==> src/rtl/ssd1331_spi_responder.sv <==
// Receive-side SSD1331 model: oversamples the PMOD SPI pins, deserialises bytes,
// decodes command/argument framing and tracks the GDDRAM write pointer.
//
// state  | meaning
// IDLE   | next command byte is an opcode
// ARGS   | command bytes are arguments of o_CMD until the count runs out
module ssd1331_spi_responder #(
    parameter int N       = 8,
    parameter int NUM_COL = 96,
    parameter int NUM_ROW = 64,
    localparam int CW     = $clog2(NUM_COL),
    localparam int RW     = $clog2(NUM_ROW)
) (
    input  logic          i_CLK,
    input  logic          i_RST,
    input  logic          i_CS,
    input  logic          i_MOSI,
    input  logic          i_SCK,
    input  logic          i_DC,
    input  logic          i_RES,
    output logic [N-1:0]  o_BYTE,
    output logic          o_BYTE_DC,
    output logic          o_BYTE_VALID,
    output logic [7:0]    o_CMD,
    output logic [3:0]    o_ARG_IDX,
    output logic          o_ARG_VALID,
    output logic [7:0]    o_PIX_DATA,
    output logic [CW-1:0] o_PIX_COL,
    output logic [RW-1:0] o_PIX_ROW,
    output logic          o_PIX_VALID,
    output logic          o_FRAME_ERR
);

    localparam int BCW = $clog2(N);

    localparam logic [0:0] S_IDLE = 1'b0;
    localparam logic [0:0] S_ARGS = 1'b1;

    logic cs_s1, cs_s2;
    logic mosi_s1, mosi_s2;
    logic sck_s1, sck_s2, sck_s3;
    logic dc_s1, dc_s2;
    logic res_s1, res_s2;

    logic [BCW-1:0] bit_cnt;
    logic [N-1:0]   shift_reg;
    logic           byte_done;
    logic           dc_cap;
    logic           sck_rise;
    logic           last_bit;
    logic           shift_take;

    logic [0:0]    state;
    logic [3:0]    args_left;
    logic [3:0]    arg_num;
    logic [CW-1:0] col_start, col_end, col_ptr;
    logic [RW-1:0] row_start, row_end, row_ptr;
    logic [CW-1:0] col_inc, next_col, sat_col;
    logic [RW-1:0] row_inc, next_row, sat_row;

    // CS and RES flops reset to their inactive level so reset release cannot fake activity.
    always_ff @(posedge i_CLK or posedge i_RST) begin
        if (i_RST) begin
            cs_s1   <= 1'b1;
            cs_s2   <= 1'b1;
            mosi_s1 <= 1'b0;
            mosi_s2 <= 1'b0;
            sck_s1  <= 1'b0;
            sck_s2  <= 1'b0;
            sck_s3  <= 1'b0;
            dc_s1   <= 1'b0;
            dc_s2   <= 1'b0;
            res_s1  <= 1'b1;
            res_s2  <= 1'b1;
        end else begin
            cs_s1   <= i_CS;
            cs_s2   <= cs_s1;
            mosi_s1 <= i_MOSI;
            mosi_s2 <= mosi_s1;
            sck_s1  <= i_SCK;
            sck_s2  <= sck_s1;
            sck_s3  <= sck_s2;
            dc_s1   <= i_DC;
            dc_s2   <= dc_s1;
            res_s1  <= i_RES;
            res_s2  <= res_s1;
        end
    end

    assign sck_rise = sck_s2 & ~sck_s3;
    assign last_bit = (bit_cnt == BCW'(N - 1));
    // A final edge arriving together with CS release still completes the byte.
    assign shift_take = sck_rise && (!cs_s2 || last_bit);

    always_ff @(posedge i_CLK or posedge i_RST) begin
        if (i_RST) begin
            bit_cnt     <= '0;
            shift_reg   <= '0;
            byte_done   <= 1'b0;
            dc_cap      <= 1'b0;
            o_FRAME_ERR <= 1'b0;
        end else begin
            byte_done <= 1'b0;
            if (!res_s2) begin
                bit_cnt <= '0;
            end else if (shift_take) begin
                shift_reg <= {shift_reg[N-2:0], mosi_s2};
                if (last_bit) begin
                    bit_cnt   <= '0;
                    byte_done <= 1'b1;
                    dc_cap    <= dc_s2;
                end else begin
                    bit_cnt <= bit_cnt + BCW'(1);
                end
            end else if (cs_s2) begin
                bit_cnt <= '0;
                if (bit_cnt != '0) o_FRAME_ERR <= 1'b1;
            end
        end
    end

    always_ff @(posedge i_CLK or posedge i_RST) begin
        if (i_RST) begin
            o_BYTE       <= '0;
            o_BYTE_DC    <= 1'b0;
            o_BYTE_VALID <= 1'b0;
        end else begin
            o_BYTE_VALID <= byte_done;
            if (byte_done) begin
                o_BYTE    <= shift_reg;
                o_BYTE_DC <= dc_cap;
            end
        end
    end

    function automatic logic [3:0] arg_count(input logic [7:0] op);
        case (op)
            8'h15, 8'h75: arg_count = 4'd2;
            8'h81, 8'h82, 8'h83, 8'h87, 8'h8A, 8'h8B, 8'h8C,
            8'hA0, 8'hA1, 8'hA2, 8'hA8, 8'hAD, 8'hB0, 8'hB1,
            8'hB3, 8'hBB, 8'hBE, 8'h26: arg_count = 4'd1;
            8'h21: arg_count = 4'd7;
            8'h22: arg_count = 4'd10;
            8'h23: arg_count = 4'd6;
            8'h24, 8'h25: arg_count = 4'd4;
            8'h27: arg_count = 4'd5;
            default: arg_count = 4'd0;
        endcase
    endfunction

    // Equality-only wrap tests keep an inverted window walking up through max to 0.
    always_comb begin
        col_inc  = (col_ptr == CW'(NUM_COL - 1)) ? '0 : col_ptr + CW'(1);
        row_inc  = (row_ptr == RW'(NUM_ROW - 1)) ? '0 : row_ptr + RW'(1);
        next_col = col_inc;
        next_row = row_ptr;
        if (col_ptr == col_end) begin
            next_col = col_start;
            next_row = (row_ptr == row_end) ? row_start : row_inc;
        end
        sat_col = (o_BYTE >= N'(NUM_COL)) ? CW'(NUM_COL - 1) : CW'(o_BYTE);
        sat_row = (o_BYTE >= N'(NUM_ROW)) ? RW'(NUM_ROW - 1) : RW'(o_BYTE);
    end

    always_ff @(posedge i_CLK or posedge i_RST) begin
        if (i_RST) begin
            state       <= S_IDLE;
            args_left   <= '0;
            arg_num     <= '0;
            o_CMD       <= '0;
            o_ARG_IDX   <= '0;
            o_ARG_VALID <= 1'b0;
            o_PIX_DATA  <= '0;
            o_PIX_COL   <= '0;
            o_PIX_ROW   <= '0;
            o_PIX_VALID <= 1'b0;
            col_start   <= '0;
            col_end     <= CW'(NUM_COL - 1);
            row_start   <= '0;
            row_end     <= RW'(NUM_ROW - 1);
            col_ptr     <= '0;
            row_ptr     <= '0;
        end else begin
            o_ARG_VALID <= 1'b0;
            o_PIX_VALID <= 1'b0;
            if (!res_s2) begin
                state     <= S_IDLE;
                args_left <= '0;
                arg_num   <= '0;
                col_start <= '0;
                col_end   <= CW'(NUM_COL - 1);
                row_start <= '0;
                row_end   <= RW'(NUM_ROW - 1);
                col_ptr   <= '0;
                row_ptr   <= '0;
            end else if (o_BYTE_VALID) begin
                if (o_BYTE_DC) begin
                    o_PIX_VALID <= 1'b1;
                    o_PIX_DATA  <= 8'(o_BYTE);
                    o_PIX_COL   <= col_ptr;
                    o_PIX_ROW   <= row_ptr;
                    col_ptr     <= next_col;
                    row_ptr     <= next_row;
                end else if (state == S_IDLE) begin
                    o_CMD     <= 8'(o_BYTE);
                    args_left <= arg_count(8'(o_BYTE));
                    arg_num   <= '0;
                    if (arg_count(8'(o_BYTE)) != 4'd0) state <= S_ARGS;
                end else begin
                    o_ARG_VALID <= 1'b1;
                    o_ARG_IDX   <= arg_num;
                    arg_num     <= arg_num + 4'd1;
                    args_left   <= args_left - 4'd1;
                    if (args_left == 4'd1) state <= S_IDLE;
                    if (o_CMD == 8'h15) begin
                        if (arg_num == 4'd0) begin
                            col_start <= sat_col;
                        end else if (arg_num == 4'd1) begin
                            col_end <= sat_col;
                            col_ptr <= col_start;
                        end
                    end else if (o_CMD == 8'h75) begin
                        if (arg_num == 4'd0) begin
                            row_start <= sat_row;
                        end else if (arg_num == 4'd1) begin
                            row_end <= sat_row;
                            row_ptr <= row_start;
                        end
                    end
                end
            end
        end
    end

endmodule

==> config.mk <==
export PLATFORM = sky130hd
export DESIGN_NAME = ssd1331_spi_responder
export DESIGN_NICKNAME = d
export VERILOG_FILES = /design/src/rtl/ssd1331_spi_responder.sv
export SDC_FILE = /design/constraint.sdc
export NUM_CORES = 1
export LEC_CHECK = 0
export CAP_MARGIN = 20
export CORE_MARGIN = 1.5
export CORE_UTILIZATION = 35
export DETAILED_ROUTE_END_ITERATION = 8
export PLACE_DENSITY = 0.62
export SYNTH_ARGS = -nofsm -noshare
export SYNTH_HDL_FRONTEND = slang
export SYNTH_SLANG_ARGS = --single-unit
export TNS_END_PERCENT = 50
==> constraint.sdc <==
create_clock -name i_CLK -period 4.6 [get_ports i_CLK]
set_input_delay 0.69 -clock i_CLK [delete_from_list [all_inputs] [get_ports i_CLK]]
set_output_delay 0.69 -clock i_CLK [all_outputs]
set_load 0.02 [all_outputs]
# Word level (Yosys, flattened, before mapping)
# Cells that the tools add are included.
# word_totals
regBits	118
inputBits	7
out_inout_bits	46
elab_cells	204
# classes
add_sub_neg	5
magnitude_cmp	2
n_eq_ne	52
muxes	83
bitwise_logic	5
n_reduce_logical	22
# op_table
cell	n
$mux W6	27
$mux W7	23
$eq A8 B8 Y1 const B	17
$eq A8 B6 Y1 const B	7
$mux W4	12
$pmux W4 S7	1
$ne A3 B2 Y1 const B	6
$reduce_or A18 Y1	1
$eq A8 B5 Y1 const B	2
$eq A8 B7 Y1 const B	2
$ge A8 B7 Y1 const B	2
$mux W1	16
$reduce_and A7 Y1	2
$mux W3	4
$reduce_and A4 Y1	3
$reduce_and A6 Y1	2
$ne A2 B1 Y1 const B	5
$reduce_and A5 Y1	2
$eq A4 B1 Y1 const B	2
$ne A2 B2 Y1 const B	4
$add A7 B1 Y7 const B	1
$eq A7 B7 Y1	1
$eq A7 B7 Y1 const B	1
$add A6 B1 Y6 const B	1
other kinds (18)	25

# Logic depth before layout (Yosys ltp)
# logic_depth
word_depth	13
mapped_depth	8
ltp_nobuf	7

# Worst setup path before layout
# No wires, ideal clock.
# synth_timing
path_kind	register -> register
start	reg o_BYTE_DC
end	reg o_CMD[0]
setup_ns	0.125
arrival_ns	1.631
t_required_ns	4.475
path_slack_ns	2.844
stages_incl_launch_ff	5
path_buffers	1
period_less_slack_ns	1.756
path_cell_list	dfrtp_1 buf_4 nand2b_1 nor3_2 mux2_2
# synth_between
elab_chain_len	2
# synth_lines
item	line_no	rtl
start: declaration	22	output logic o_BYTE_DC,
start signal: assignment	131	o_BYTE_DC <= dc_cap;
$not A1 Y1 (no source line)	n/a	
$reduce_and A4 Y1 (no source line)	n/a	
end signal: assignment	205	o_CMD <= 8'(o_BYTE);
end: declaration	24	output logic [7:0] o_CMD,
# Every way passes these cells.
# A chain may end at the register's enable or synchronous reset.

# Final worst setup path
# layout_timing
start	reg o_BYTE[3]
end	out o_BYTE[3]
# layout_lines
item	line_no	rtl
start: declaration	21	output logic [N-1:0] o_BYTE,
start signal: assignment	130	o_BYTE <= shift_reg;
# No word-level cell between the ends.

==> metrics.md <==
| Metric | Value |
|---|---|
| RSZ-0062 raised after global routing | `false` |
| Buf/Inv on CP | `1` |
| Buffers on Ports | `52` |
| Syn avg cell area | `10.86 µm²` |
| First-pass GRT wire length | `21.69 mm` |
| Critical-path cell list | `clkdlybuf4s50_1` |
| CP peak stage delay | `0.83 ns` |
| VDD IR max | `237.1 µV` |
| Die H | `129.8 µm` |
| Setup_tns | `0 ns` |
| Design area | `6840 µm²` |
| Horiz. Die Dim | `129.8 µm` |
| Net switching power | `540.9 µW` |
| Antenna cells | `0` |
| Inserted Clock Buffers | `17` |
| R2R Path End | `col_start[5]$_DFFE_PP0P_` |
| Synth async-reset ratio | `1.000` |
| Sequential area share after synthesis | `0.5286` |
| Crit. End Element | `output pin` |
| Pint | `1.883 mW` |
| FP Rows | `46` |
| R2R Setup Slk | `2.11 ns` |
| Critical Path Fanout Max | `19` |
| Skew-Pair Late Insertion Delay | `0.41 ns` |
| YS warnings | `0` |
| Layout Nets | `582` |
| Comb pwr share | `0.045` |
| Max cap viols | `0` |
| Post-synthesis cell count | `518` |
| R2R depth | `4` |
| H-tree depth | `4` |
| End of the worst hold path | `sck_s2$_DFF_PP0_` |
| Pre-antenna DRT Iters | `5` |
| End-of-flow core utilization | `0.4338` |
| Ports | `53` |
| Period utilization | `0.5806` |
| Largest net degree at the start of global routing | `45` |
| Least-Margin Pin Slew | `0.9962 ns` |
| Placed cell area | `6281 µm²` |
| Min-delay src | `sck_s1$_DFF_PP0_` |
| Clock Power Share | `0.497` |
| Core Region | `15770 µm²` |
| Fin. Hold Viols | `0` |
| Vias in the first global route | `4166` |
| Worst r2r src | `res_s2$_DFF_PP1_` |
| WHS Path Cells | `0` |
| Clock tree buffer depth | `2` |
| # DRC | `0` |
| Pleak | `3.139 nW` |
| Clock Sinks | `118` |
| Share of cells above drive strength 1 | `0.1817` |
| Critical path type | `register to output pin` |
| # resized after CTS | `0` |
| Sw Ratio | `0.2231` |
| Distinct cells, synth | `60` |
| Final max-slew violation count | `0` |
| All-Layer GR Usage | `0.1703` |
| Slew HR | `0.3289` |
| Syn Std Cell Area | `5624 µm²` |
| Total gr overflow | `0` |
| Flops & latches, synth | `118` |
| Post-DP HPWL | `8.875 mm` |
| Crit start category | `register` |
| HP Class | `register to register` |
| Antenna violations before repair | `0` |
| Total die area | `16840 µm²` |
| Most common flop cell mapped by yosys | `dfrtp_1` |
| Status | `finished, final reports clean` |
| Req. time, crit path | `3.91 ns` |
| Post-synthesis net count | `535` |
| PwrDens | `354.4 nW/µm²` |
| Cell family with most CP delay | `flip-flops` |
| Final setup fails | `0` |
| Seq pwr share | `0.458` |
| CTS tree | `yes` |
| CTS root buf | `clkbuf_16` |
| Fmax | `374.4 MHz` |
| Hold Buf Count CTS | `0` |
| Area delta synth->final | `21.62%` |
| Post-synth EDFFs | `0` |
| Minimum clock period | `2.671 ns` |
| GP Congestion | `0.7985` |
| Wirelength per Cell | `16.37 µm` |
| WP data arrival | `1.98 ns` |
| Initial Utilization | `0.3566` |
| Vias | `4057` |
| Crit-path slowest cell | `dfrtp_1` |
| Worst Clk Skew | `0.006500 ns` |
| Vias/cell | `5.110` |
| Reg clk slew, reported paths | `0.05 ns` |
| Final WL | `13.00 mm` |
| Post-CTS Setup Repair Bufs | `0` |
| DRT iter0 DRCs | `197` |
| Antenna-violating nets left | `0` |
stage by stage:
step	instances	hold slack (ns)	worst slack [ns]	total power [mW]
2_1_floorplan	518	0.3312	0.8074	1.201
3_3_place_gp	761	0.3329	2.105	1.232
3_5_place_dp	761	0.3347	2.005	1.238
4_1_cts	793	0.3473	1.910	2.458
5_1_grt	794	0.3521	1.863	2.527
6_report	794	0.3462	1.929	2.424
layout by cell type (no fill, tap or decap), drive strengths merged, types with 2 or more instances in the layout:
master         instances
a21oi                 10
nand3                 13
o22ai                  2
xnor2                 12
a21o                   5
nand2                 62
and3                   8
o31ai                  6
mux2                  41
a31oi                  4
nor2b                  8
nor3                  12
buf                    3
nor2                  33
a21boi                 2
mux2i                 13
clkdlybuf4s50         52
ha                    10
o2bb2ai               11
and2b                  3
clkinv                 7
a22o                   3
nor3b                  4
inv                   23
o2111ai                4
nand4                  7
o311a                  2
nand2b                 4
clkbuf                22
clkinvlp               2
dfstp                 16
a2111oi                2
or2                    3
o21ai                 40
dfrtp                102
o211ai                 9
xor2                   4
o22a                   2
power groups by stage:
stage	Sequential [mW]	Combinational [mW]	Clock, mW
finish	1.11	0.110	1.21
detailed placement	1.13	0.112	0
CTS	1.11	0.112	1.24
global route	1.11	0.126	1.29
floorplan	1.12	0.0829	0
global placement	1.13	0.107	0
layout make-up:
type / count / area [µm²]
Tap cell: 216 / 270.3
Timing Repair Buffer: 55 / 550.5
Sequential cell: 118 / 2973
Clock inverter: 10 / 80.08
Clock buffer: 22 / 464.2
Multi-Input combinational cell: 350 / 2414
Inverter: 23 / 88.84
Fill cell: 1522 / 8930
synthesized netlist by cell type (2+ instances only):
master,n,area share
and3_1,8,0.0089
mux2i_1,13,0.023
nor3_2,2,0.0036
nor3_1,10,0.0089
a21boi_0,2,0.0027
nand3_1,13,0.012
o22ai_1,2,0.0022
o2bb2ai_1,11,0.017
dfrtp_1,102,0.45
mux2_2,41,0.082
buf_6,4,0.0080
or2_2,2,0.0022
o21ai_0,37,0.033
nand4_1,6,0.0067
nand2b_1,4,0.0044
a21o_1,5,0.0067
xor2_1,4,0.0062
and2b_1,3,0.0040
nor3b_1,3,0.0040
dfstp_2,16,0.075
ha_1,10,0.022
inv_1,23,0.015
buf_2,13,0.012
nand2_1,62,0.041
a21oi_1,10,0.0089
clkbuf_1,9,0.0060
a31oi_1,4,0.0044
o211ai_1,8,0.011
nor2_1,33,0.022
a22o_1,3,0.0047
xnor2_1,11,0.017
nor2b_1,8,0.0089
o21ai_1,2,0.0018
o31ai_1,5,0.0067
o2111ai_1,3,0.0047
o311a_1,2,0.0036
per-layer routing:
layer  up-vias  global-route usage  part of all wire
met5         -                   0                 0
met4         0             0.06536             0.016
met3        17             0.04879             0.056
met2       117              0.2767              0.48
met1      2002              0.2160              0.45
li1       1921                   -                 -
cell families after synthesis:
kind of cell	Yosys count	share of synthesized area
xor gates and xnor gates	16	0.02625
DFF	118	0.5286
and+or+nand+nor	164	0.1435
buffers and inverters	50	0.04227
adders and majority gates	10	0.02225
AOI/OAI and AO/OA	106	0.1319
muxes	54	0.1052
worst max-delay path by stage:
stage,from,endpoint,depth (start not counted)
floorplan,i_RST,arg_num[0]$_DFFE_PP0P_,1
global placement,res_s2$_DFF_PP1_,o_PIX_ROW[5]$_DFFE_PP0P_,2
detailed placement,res_s2$_DFF_PP1_,o_PIX_ROW[4]$_DFFE_PP0P_,2
CTS,o_BYTE[3]$_DFFE_PP0P_,o_BYTE[3],1
global route,o_BYTE[3]$_DFFE_PP0P_,o_BYTE[3],1
finish,o_BYTE[3]$_DFFE_PP0P_,o_BYTE[3],1
Power figures use the tool's default switching activity.
